[src/rtl/signed_digit_decompose_pipe_pkg.sv]
// Shared defaults for the signed-digit (gadget) decomposer.
// Contents: coefficient width, modulus, digit base, digit count and ring size
// used as parameter defaults by the pipeline and its digit stages.
package signed_digit_decompose_pipe_pkg;

    localparam int          SDD_DATA_W     = 27;
    localparam logic [26:0] SDD_Q          = 27'h7FFF801;
    localparam int          SDD_LOG_B      = 7;
    localparam int          SDD_NUM_DIGITS = 4;
    localparam int          SDD_RING_N     = 512;

endpackage

[src/rtl/signed_digit_decompose_pipe_digit_stage.sv]
// One registered digit-extraction stage of the signed-digit decomposer.
// Takes a signed remainder, peels off the balanced low digit in [-B/2, B/2)
// and passes on the exactly-divided remainder.
// Ports:
//   clk, rstn  clock / async active-low reset (valid only)
//   en         pipeline advance; the stage holds when low
//   vld_in     remainder present
//   r_in       signed remainder, DATA_W+1 bits
//   vld_out    registered valid
//   d_out      registered balanced digit, signed LOG_B bits
//   r_out      registered (r_in - d) >>> LOG_B
module sdd_digit_stage
    import signed_digit_decompose_pipe_pkg::*;
#(
    parameter int DATA_W = SDD_DATA_W,
    parameter int LOG_B  = SDD_LOG_B
) (
    input  logic                     clk,
    input  logic                     rstn,
    input  logic                     en,
    input  logic                     vld_in,
    input  logic signed [DATA_W:0]   r_in,
    output logic                     vld_out,
    output logic signed [LOG_B-1:0]  d_out,
    output logic signed [DATA_W:0]   r_out
);

    logic signed [LOG_B-1:0] d_c;
    logic signed [DATA_W:0]  d_ext;
    logic signed [DATA_W:0]  diff;
    logic signed [DATA_W:0]  r_next;

    // Reading the low LOG_B bits as two's complement is exactly
    // t >= B/2 ? t - B : t, so no compare is needed.
    always_comb begin
        d_c    = r_in[LOG_B-1:0];
        d_ext  = {{(DATA_W+1-LOG_B){d_c[LOG_B-1]}}, d_c};
        diff   = r_in - d_ext;
        r_next = diff >>> LOG_B;
    end

    always_ff @(posedge clk or negedge rstn) begin
        if (!rstn) begin
            vld_out <= 1'b0;
        end else if (en) begin
            vld_out <= vld_in;
        end
    end

    always_ff @(posedge clk) begin
        if (en) begin
            d_out <= d_c;
            r_out <= r_next;
        end
    end

endmodule

[src/rtl/signed_digit_decompose_pipe.sv]
// Streaming signed-digit (gadget) decomposer.
// Each accepted coefficient a in [0,Q) is centred to (-Q/2, Q/2] and split into
// NUM_DIGITS balanced base-2^LOG_B digits, each emitted as a mod-Q residue
// (negative d -> Q+d). Latency NUM_DIGITS+1, throughput one per cycle.
// Ports:
//   clk, rstn             clock / async active-low reset
//   in_valid/in_ready     input handshake, in_data = coefficient
//   out_valid/out_ready   output handshake
//   out_digits            digit i at [i*DATA_W +: DATA_W], i=0 least significant
//   out_last              current output is coefficient RING_N-1 of a polynomial
//   out_index             coefficient index of current output
//   range_err             sticky: some accepted in_data was >= Q
module signed_digit_decompose_pipe
    import signed_digit_decompose_pipe_pkg::*;
#(
    parameter int                DATA_W     = SDD_DATA_W,
    parameter logic [DATA_W-1:0] Q          = DATA_W'(SDD_Q),
    parameter int                LOG_B      = SDD_LOG_B,
    parameter int                NUM_DIGITS = SDD_NUM_DIGITS,
    parameter int                RING_N     = SDD_RING_N
) (
    input  logic                           clk,
    input  logic                           rstn,
    input  logic                           in_valid,
    output logic                           in_ready,
    input  logic [DATA_W-1:0]              in_data,
    output logic                           out_valid,
    input  logic                           out_ready,
    output logic [NUM_DIGITS*DATA_W-1:0]   out_digits,
    output logic                           out_last,
    output logic [$clog2(RING_N)-1:0]      out_index,
    output logic                           range_err
);

    localparam int                IDX_W  = $clog2(RING_N);
    localparam int                ND     = NUM_DIGITS;
    localparam logic [DATA_W:0]   HALF_Q = ({1'b0, Q} + 1'b1) >> 1;
    localparam logic [IDX_W-1:0]  LAST_I = IDX_W'(RING_N - 1);

    function automatic logic signed [DATA_W:0] centre(input logic [DATA_W-1:0] a);
        if ({1'b0, a} >= HALF_Q) return $signed({1'b0, a} - {1'b0, Q});
        else                     return $signed({1'b0, a});
    endfunction

    // Q+d always lands in [0,Q), so the low DATA_W bits of the wrapped sum
    // are the residue.
    function automatic logic [DATA_W-1:0] to_residue(input logic signed [DATA_W:0] d);
        return d[DATA_W-1:0] + (d[DATA_W] ? Q : '0);
    endfunction

    function automatic logic signed [DATA_W:0] sext(input logic [LOG_B-1:0] v);
        return {{(DATA_W+1-LOG_B){v[LOG_B-1]}}, v};
    endfunction

    logic                          adv;
    logic                          accept;
    logic [IDX_W-1:0]              cnt;

    logic                          vld_p0;
    logic signed [DATA_W:0]        r_p0;
    logic [IDX_W-1:0]              idx_p [0:ND-1];

    logic                          vld_s [1:ND-1];
    logic signed [DATA_W:0]        r_s   [1:ND-1];
    logic signed [LOG_B-1:0]       d_s   [1:ND-1];

    // dv_p[k]: digits 0..k-2 delayed alongside stage k; dv_m[k] adds digit k-1.
    logic [ND-2:0][LOG_B-1:0]      dv_p  [1:ND-1];
    logic [ND-2:0][LOG_B-1:0]      dv_m  [1:ND-1];
    logic [ND*DATA_W-1:0]          digits_c;

    assign adv      = !out_valid || out_ready;
    assign in_ready = adv;
    assign accept   = in_valid && adv;

    // ---- S0: centring, index tag, range check ----
    always_ff @(posedge clk or negedge rstn) begin
        if (!rstn) begin
            vld_p0    <= 1'b0;
            cnt       <= '0;
            range_err <= 1'b0;
        end else begin
            if (adv) vld_p0 <= in_valid;
            if (accept) begin
                cnt <= (cnt == LAST_I) ? '0 : cnt + 1'b1;
                if (in_data >= Q) range_err <= 1'b1;
            end
        end
    end

    always_ff @(posedge clk) begin
        if (adv) begin
            r_p0     <= centre(in_data);
            idx_p[0] <= cnt;
            for (int k = 1; k < ND; k++) idx_p[k] <= idx_p[k-1];
            dv_p[1]  <= '0;
            for (int k = 2; k < ND; k++) dv_p[k] <= dv_m[k-1];
        end
    end

    // ---- S1..S(ND-1): one digit per stage ----
    for (genvar i = 1; i < ND; i++) begin : g_stage
        if (i == 1) begin : g_first
            sdd_digit_stage #(.DATA_W(DATA_W), .LOG_B(LOG_B)) u_stage (
                .clk(clk), .rstn(rstn), .en(adv),
                .vld_in(vld_p0), .r_in(r_p0),
                .vld_out(vld_s[i]), .d_out(d_s[i]), .r_out(r_s[i])
            );
        end else begin : g_next
            sdd_digit_stage #(.DATA_W(DATA_W), .LOG_B(LOG_B)) u_stage (
                .clk(clk), .rstn(rstn), .en(adv),
                .vld_in(vld_s[i-1]), .r_in(r_s[i-1]),
                .vld_out(vld_s[i]), .d_out(d_s[i]), .r_out(r_s[i])
            );
        end
    end

    always_comb begin
        for (int k = 1; k < ND; k++) begin
            dv_m[k]      = dv_p[k];
            dv_m[k][k-1] = d_s[k];
        end
    end

    // The last digit takes the whole remaining remainder, absorbing any carry.
    always_comb begin
        digits_c = '0;
        for (int j = 0; j < ND-1; j++)
            digits_c[j*DATA_W +: DATA_W] = to_residue(sext(dv_m[ND-1][j]));
        digits_c[(ND-1)*DATA_W +: DATA_W] = to_residue(r_s[ND-1]);
    end

    // ---- S(ND): residue encoding and output register ----
    always_ff @(posedge clk or negedge rstn) begin
        if (!rstn) begin
            out_valid  <= 1'b0;
            out_last   <= 1'b0;
            out_index  <= '0;
            out_digits <= '0;
        end else if (adv) begin
            out_valid <= vld_s[ND-1];
            if (vld_s[ND-1]) begin
                out_digits <= digits_c;
                out_index  <= idx_p[ND-1];
                out_last   <= (idx_p[ND-1] == LAST_I);
            end
        end
    end

endmodule

[config.mk]
export PLATFORM = sky130hd
export DESIGN_NAME = signed_digit_decompose_pipe
export DESIGN_NICKNAME = d
export VERILOG_FILES = /design/src/rtl/signed_digit_decompose_pipe_pkg.sv /design/src/rtl/signed_digit_decompose_pipe_digit_stage.sv /design/src/rtl/signed_digit_decompose_pipe.sv
export SDC_FILE = /design/constraint.sdc
export NUM_CORES = 1
export LEC_CHECK = 0
export CAP_MARGIN = 5
export CORE_UTILIZATION = 51
export CTS_BUF_LIST = sky130_fd_sc_hd__clkbuf_4 sky130_fd_sc_hd__clkbuf_8
export CTS_CLUSTER_DIAMETER = 120
export DETAILED_ROUTE_END_ITERATION = 16
export GPL_ROUTABILITY_DRIVEN = 0
export PLACE_DENSITY = 0.8
export SYNTH_ARGS = -nofsm -noshare
export SYNTH_HDL_FRONTEND = slang
export SYNTH_SLANG_ARGS = --single-unit
export TNS_END_PERCENT = 100
[constraint.sdc]
create_clock -name clk -period 6.2 [get_ports clk]
set_input_delay 0.93 -clock clk [delete_from_list [all_inputs] [get_ports clk]]
set_output_delay 0.93 -clock clk [all_outputs]
set_load 0.02 [all_outputs]
==> results of run 1 <==
-- placed cells by master (no fill, tap or decap), types with 12 or more instances in the layout --
| master | Yosys | routed |
|---|---|---|
| nor2_1 | 57 | 57 |
| nand3_1 | 27 | 27 |
| clkbuf_8 | 0 | 37 |
| clkdlybuf4s50_1 | 0 | 150 |
| xnor2_1 | 45 | 45 |
| a21o_1 | 30 | 30 |
| xor2_1 | 28 | 28 |
| a21oi_1 | 32 | 32 |
| nor3_1 | 20 | 20 |
| dfrtp_1 | 77 | 77 |
| inv_1 | 24 | 24 |
| clkbuf_4 | 0 | 15 |
| a31oi_1 | 12 | 12 |
| edfxtp_1 | 151 | 151 |
| o21a_1 | 13 | 13 |
| o21ai_0 | 54 | 54 |
| nand2_1 | 133 | 132 |
| ha_1 | 57 | 57 |
-- area by class of cell --
cell class	instances	area, µm²
Inverter	24	90.1
Fill cell	1603	7940
Clock inverter	12	114
Clock buffer	52	622
Tap cell	275	344
Timing Repair Buffer	155	1540
Multi-Input combinational cell	606	3910
Sequential cell	228	6460
-- stage by stage --
stage	total power, mW	instance area (µm²)	utilization [%]
floorplan	5.31	10900	-
global placement	6.13	12300	58.7
detailed placement	6.27	12300	58.7
CTS	7.58	13100	62.2
global route	8.03	13100	62.2
finish	7.51	13100	62.2
-- Yosys cell counts (14+ instances only) --
| cell type | n | share of area (%) |
|---|---|---|
| nor2_1 | 57 | 2.0 |
| nor3_1 | 20 | 0.91 |
| inv_1 | 24 | 0.82 |
| a21oi_1 | 32 | 1.5 |
| nand3_1 | 27 | 1.2 |
| clkbuf_1 | 14 | 0.48 |
| xor2_1 | 28 | 2.2 |
| dfrtp_1 | 77 | 18 |
| a21o_1 | 30 | 2.1 |
| o21ai_0 | 54 | 2.5 |
| edfxtp_1 | 151 | 41 |
| ha_1 | 57 | 6.5 |
| nand2_1 | 133 | 4.6 |
| xnor2_1 | 45 | 3.6 |
| buf_4 | 56 | 3.8 |
-- power breakdown --
group | total (mW) | switching (mW) | internal, mW | leakage, nW
logic | 3.30 | 1.81 | 1.49 | 2.50
clock network | 1.28 | 0.546 | 0.731 | 0.386
registers | 2.94 | 0.383 | 2.55 | 2.48
-- worst max-delay path: stages --
cell and delay (ns):
clkdlybuf4s50_1 0.46, nand2b_4 0.14, clkdlybuf4s50_1 0.60
-- routing by layer --
metal / GRT usage (%) / share of wire (%) / vias up
li1: - / - / 3542
met1: 20.9 / 44 / 3253
met2: 27.9 / 47 / 226
met3: 3.62 / 6.0 / 39
met4: 5.67 / 2.4 / 0
met5: 0 / 0 / -
-- cells by family after synthesis --
kind of cell / count (synthesis) / share of synthesized area [%]
AO/OA/AOI/OAI: 177 / 10.5
XOR/XNOR: 73 / 5.84
adder cells (fa/ha/maj): 57 / 6.52
buffers and inverters: 98 / 5.29
flip-flops: 228 / 59.0
multiplexers: 6 / 0.606
AND/OR/NAND/NOR: 293 / 12.2
-- final timing paths --
check	slack, ns	startpoint	to	cells past startpoint
worst max-delay path	3.14	out_ready	in_ready	3
worst min-delay path	0.41	idx_p[2][6]$_DFFE_PN_	idx_p[3][6]$_DFFE_PN_	0
worst max register to register	3.35	r_p0[6]$_DFFE_PN_	g_stage[1].g_first.u_stage.r_out[19]$_DFFE_PN_	8
worst min register to register	0.41	idx_p[2][6]$_DFFE_PN_	idx_p[3][6]$_DFFE_PN_	0
max in group asynchronous	5.00	rstn	out_digits[85]$_DFFE_PN0P_	1
min in group asynchronous	0.57	rstn	out_digits[8]$_DFFE_PN0P_	1
-- flip-flops by register name, indices dropped and copies added (netlist names) --
register / count
cnt: 9
dv_p: 21
g_stage.g_first.u_stage.d_out: 7
g_stage.g_first.u_stage.r_out: 21
g_stage.g_first.u_stage.vld_out: 1
g_stage.g_next.u_stage.d_out: 14
g_stage.g_next.u_stage.r_out: 24
g_stage.g_next.u_stage.vld_out: 2
idx_p: 36
out_digits: 52
out_index: 9
out_last: 1
out_valid: 1
r_p0: 28
range_err: 1
vld_p0: 1
==> results.yml, run 1 <==
die:
  core_mm2: 0.0210
  die_h_um: 148
  initial_utilization_pct: 52.1
  die_w_um: 148
  dieArea_mm2: 0.0220
  io_pins: 152
  placementRows: 53
drt:
  drt_pass1_iterations: 5
  num_vias: 7060
  drtAntennaViolNets: 0
  drt_iter0_drc: 468
  route.detailed.drc: 0
  wirelength_mm: 18.1
  viasPerCell: 5.22
  wl_per_cell_um: 13.4
sta:
  max_slew_margin_pct: 33.7
  fin_ws_ns: 3.14
  layout_min_cycle_time_ns: 3.06
  min_period_over_period_pct: 49.3
  max_freq_mhz: 327
  setup_viol: 0
  finalClockSkew_ns: 0.00949
  tightest_slew_ns: 0.994
  rsz0062_at_grt: "no"
  hold_viol_final: 0
  maxSlewViolCount: 0
  whs_ns: 0.408
  fin_setup_tns_ns: 0
finish:
  nets: 1138
  fin_cells: 1352
  n_antenna_cell: 0
  layout-drive-gt1-share_pct: 7.52
  syn2layout_area_growth_pct: 19.5
logic_synthesis:
  synth_cells: 932
  synth.distinct_cells: 53
  synth_edf_count: 151
  syn_area_mm2: 0.0109
  syn_nets: 1020
  ys_warn_count: 0
  yosysSeqAreaShare_pct: 59.0
  synth_flop_cell: "edfxtp_1"
  synthArstFlopShare_pct: 33.8
  yosys_register_bits: 228
  synth_area_per_cell_um2: 11.7
grt:
  grt_pass1_vias: 6527
  grt_use_total_pct: 16.5
  grt_pass1_wl_mm: 29.7
  grt_max_degree: 86
  gr-total-overflow: 0
  antenna_found_initial: 0
clock_tree:
  ctsResizeCount: 0
  cts_buffers: 35
  clk_latency_ns: 0.51
  cts_setup_buffers: 0
  cts.path.max_buffers: 3
  cts_max_level: 2
  cts-root-buf: "clkbuf_8"
  clock_sinks: 228
  cts_tree: "done"
  clk_pin_slew_ns: 0.06
  postCtsHoldBufs: 0
setup_path:
  start_kind: "input port"
  worst-path-max-fanout: 4
  worstPathRequired_ns: 5.27
  crit_type: "in2out"
  cp-end-kind: "output port"
  crit_arrival_ns: 2.13
placement:
  placed_cells: 1288
  dp_slack_ns: 2.64
  numPortBuffers: 151
  dpl.hpwl_mm: 12.8
power:
  irDropWorstVdd_mv: 0.200
  powerDensity_mw_per_mm2: 574
  p_leak_nw: 5.37
status:
  status: "finished, final reports clean"
flow_run:
  maxCapViolations: 0
min_path:
  hold_path.class: "reg2reg"
No activity file was read; power rests on OpenSTA's default activity.
==> run 2: changes to the inputs <==
- CORE_UTILIZATION: 51 -> 54
- PLACE_DENSITY: 0.8 -> 0.81
- clock period: 6.2 -> 3.06 ns (I/O delays scaled with it)
==> results.yml, run 2 (synthesis results as in run 1) <==
die:
  io_pins: 152
  die_w_um: 144
  placementRows: 51
  dieArea_mm2: 0.0208
  die_h_um: 144
  initial_utilization_pct: 55.7
  core_mm2: 0.0197
setup_path:
  worst-path-max-fanout: 14
  worstPathRequired_ns: 3.35
  crit_type: "reg2reg"
  worst_r2r_path_depth: 9
  crit_end: "g_stage[1].g_first.u_stage.r_out[18]$_DFFE_PN_"
  cp-end-kind: "flip-flop"
  reg2reg_to: "g_stage[1].g_first.u_stage.r_out[18]$_DFFE_PN_"
  crit_arrival_ns: 2.99
  r2r_start: "r_p0[6]$_DFFE_PN_"
  cp-startpoint: "r_p0[6]$_DFFE_PN_"
  rrSetupSlack_ns: 0.36
  start_kind: "flip-flop"
clock_tree:
  postCtsHoldBufs: 0
  cts_max_level: 2
  cts_tree: "done"
  cts.path.max_buffers: 3
  cts_setup_buffers: 0
  ctsResizeCount: 0
  cts-root-buf: "clkbuf_8"
  cts_buffers: 35
  clk_latency_ns: 0.51
  clk_pin_slew_ns: 0.06
  clock_sinks: 228
finish:
  reg_top3: "out_digits x52, idx_p x36, r_p0 x28"
  layout-drive-gt1-share_pct: 8.23
  largest_register_ffs: 52
  utilization_pct: 66.9
  fin_cells: 1347
  layout_common_cells: "151 x edfxtp_1, 150 x clkdlybuf4s50_1, 132 x nand2_1"
  fillers: 1437
  largest_register: "out_digits"
  finish.instance_area_mm2: 0.0132
  n_antenna_cell: 0
  final_common_cell: "edfxtp_1"
  syn2layout_area_growth_pct: 20.2
  nets: 1145
drt:
  num_vias: 7021
  route.detailed.drc: 0
  drt_pass1_iterations: 5
  drt_iter0_drc: 436
  wl_per_cell_um: 13.7
  wirelength_mm: 18.4
  viasPerCell: 5.21
  drtAntennaViolNets: 0
sta:
  rsz0062_at_grt: "no"
  layout_min_cycle_time_ns: 2.70
  min_period_over_period_pct: 88.3
  fin_setup_tns_ns: 0
  maxSlewViolCount: 0
  tightest_slew_ns: 0.994
  max_freq_mhz: 370
  setup_viol: 0
  max_slew_margin_pct: 33.7
  hold_viol_final: 0
  finalClockSkew_ns: 0.0187
grt:
  grt_max_degree: 90
  grt_pass1_vias: 6482
  antenna_found_initial: 0
  gr-total-overflow: 0
  grt_pass1_wl_mm: 29.8
  grt_use_total_pct: 17.7
power:
  powerDensity_mw_per_mm2: 1160
  irDropWorstVdd_mv: 0.413
  power_mw: 15.3
  p_leak_nw: 5.42
status:
  status: "finished, final reports clean"
placement:
  numPortBuffers: 151
  place_area_mm2: 0.0124
  placed_cells: 1285
  dpl.hpwl_mm: 13.2
min_path:
  hold_path.class: "in2async"
flow_run:
  maxCapViolations: 0
run 2: cell types whose count changed in the layout (fill, tap and decap cells not counted):
cell / delta
buf_12: +1
buf_4: +6
clkbuf_4: -1
clkbuf_8: +2
clkinv_1: -3
clkinvlp_4: -2
inv_6: +1
inv_8: +1
run 2: critical path: stages, from the launching register on:
cell and delay [ns]:
edfxtp_1 0.44, inv_1 0.40, buf_4 0.24, ha_1 0.32, a21oi_1 0.21, o21a_1 0.18, nand3_1 0.07, o21ai_0 0.35
nand3_1 0.12, o311ai_0 0.13
run 2: worst min-delay path by stage:
stage | endpoint | slack, ns
floorplan | cnt[0]$_DFFE_PN0P_ | 0.16
global placement | idx_p[1][2]$_DFFE_PN_ | 0.40
detailed placement | dv_p[0][42]$_DFFE_PN_ | 0.40
CTS | cnt[7]$_DFFE_PN0P_ | 0.12
global route | out_digits[65]$_DFFE_PN0P_ | 0.18
finish | out_index[5]$_DFFE_PN0P_ | 0.11
run 2: routing by layer:
layer  wire length, µm  up-vias  track usage, %
li1                  -     3545               -
met1              8270     3238            22.3
met2              8770      217            30.4
met3              1090       21            3.11
met4               284        0            6.87
met5                 0        -               0
run 2: final cells by class:
class / instances / area (µm²) / area share, %
clock buffers: 53 / 642 / 4.88
repair buffers: 162 / 1600 / 12.2
inverters: 24 / 90.1 / 0.685
clock inverters: 9 / 108 / 0.818
flip-flops and latches: 228 / 6460 / 49.1
well taps: 265 / 332 / 2.52
multi-input cells: 606 / 3910 / 29.8
run 2: per-stage QoR:
step	hold slack, ns	setup slack, ns
floorplan	0.163	0.249
global placement	0.401	0.485
detailed placement	0.405	0.379
CTS	0.125	0.350
global route	0.184	0.0637
finish	0.108	0.358
run 2: power breakdown:
| part | switching [mW] | leakage (nW) | internal [mW] |
|---|---|---|---|
| Clock | 1.09 | 0.401 | 1.52 |
| Sequential | 0.756 | 2.48 | 5.16 |
| Combinational | 3.72 | 2.54 | 3.07 |
| Total | 5.56 | 5.42 | 9.76 |
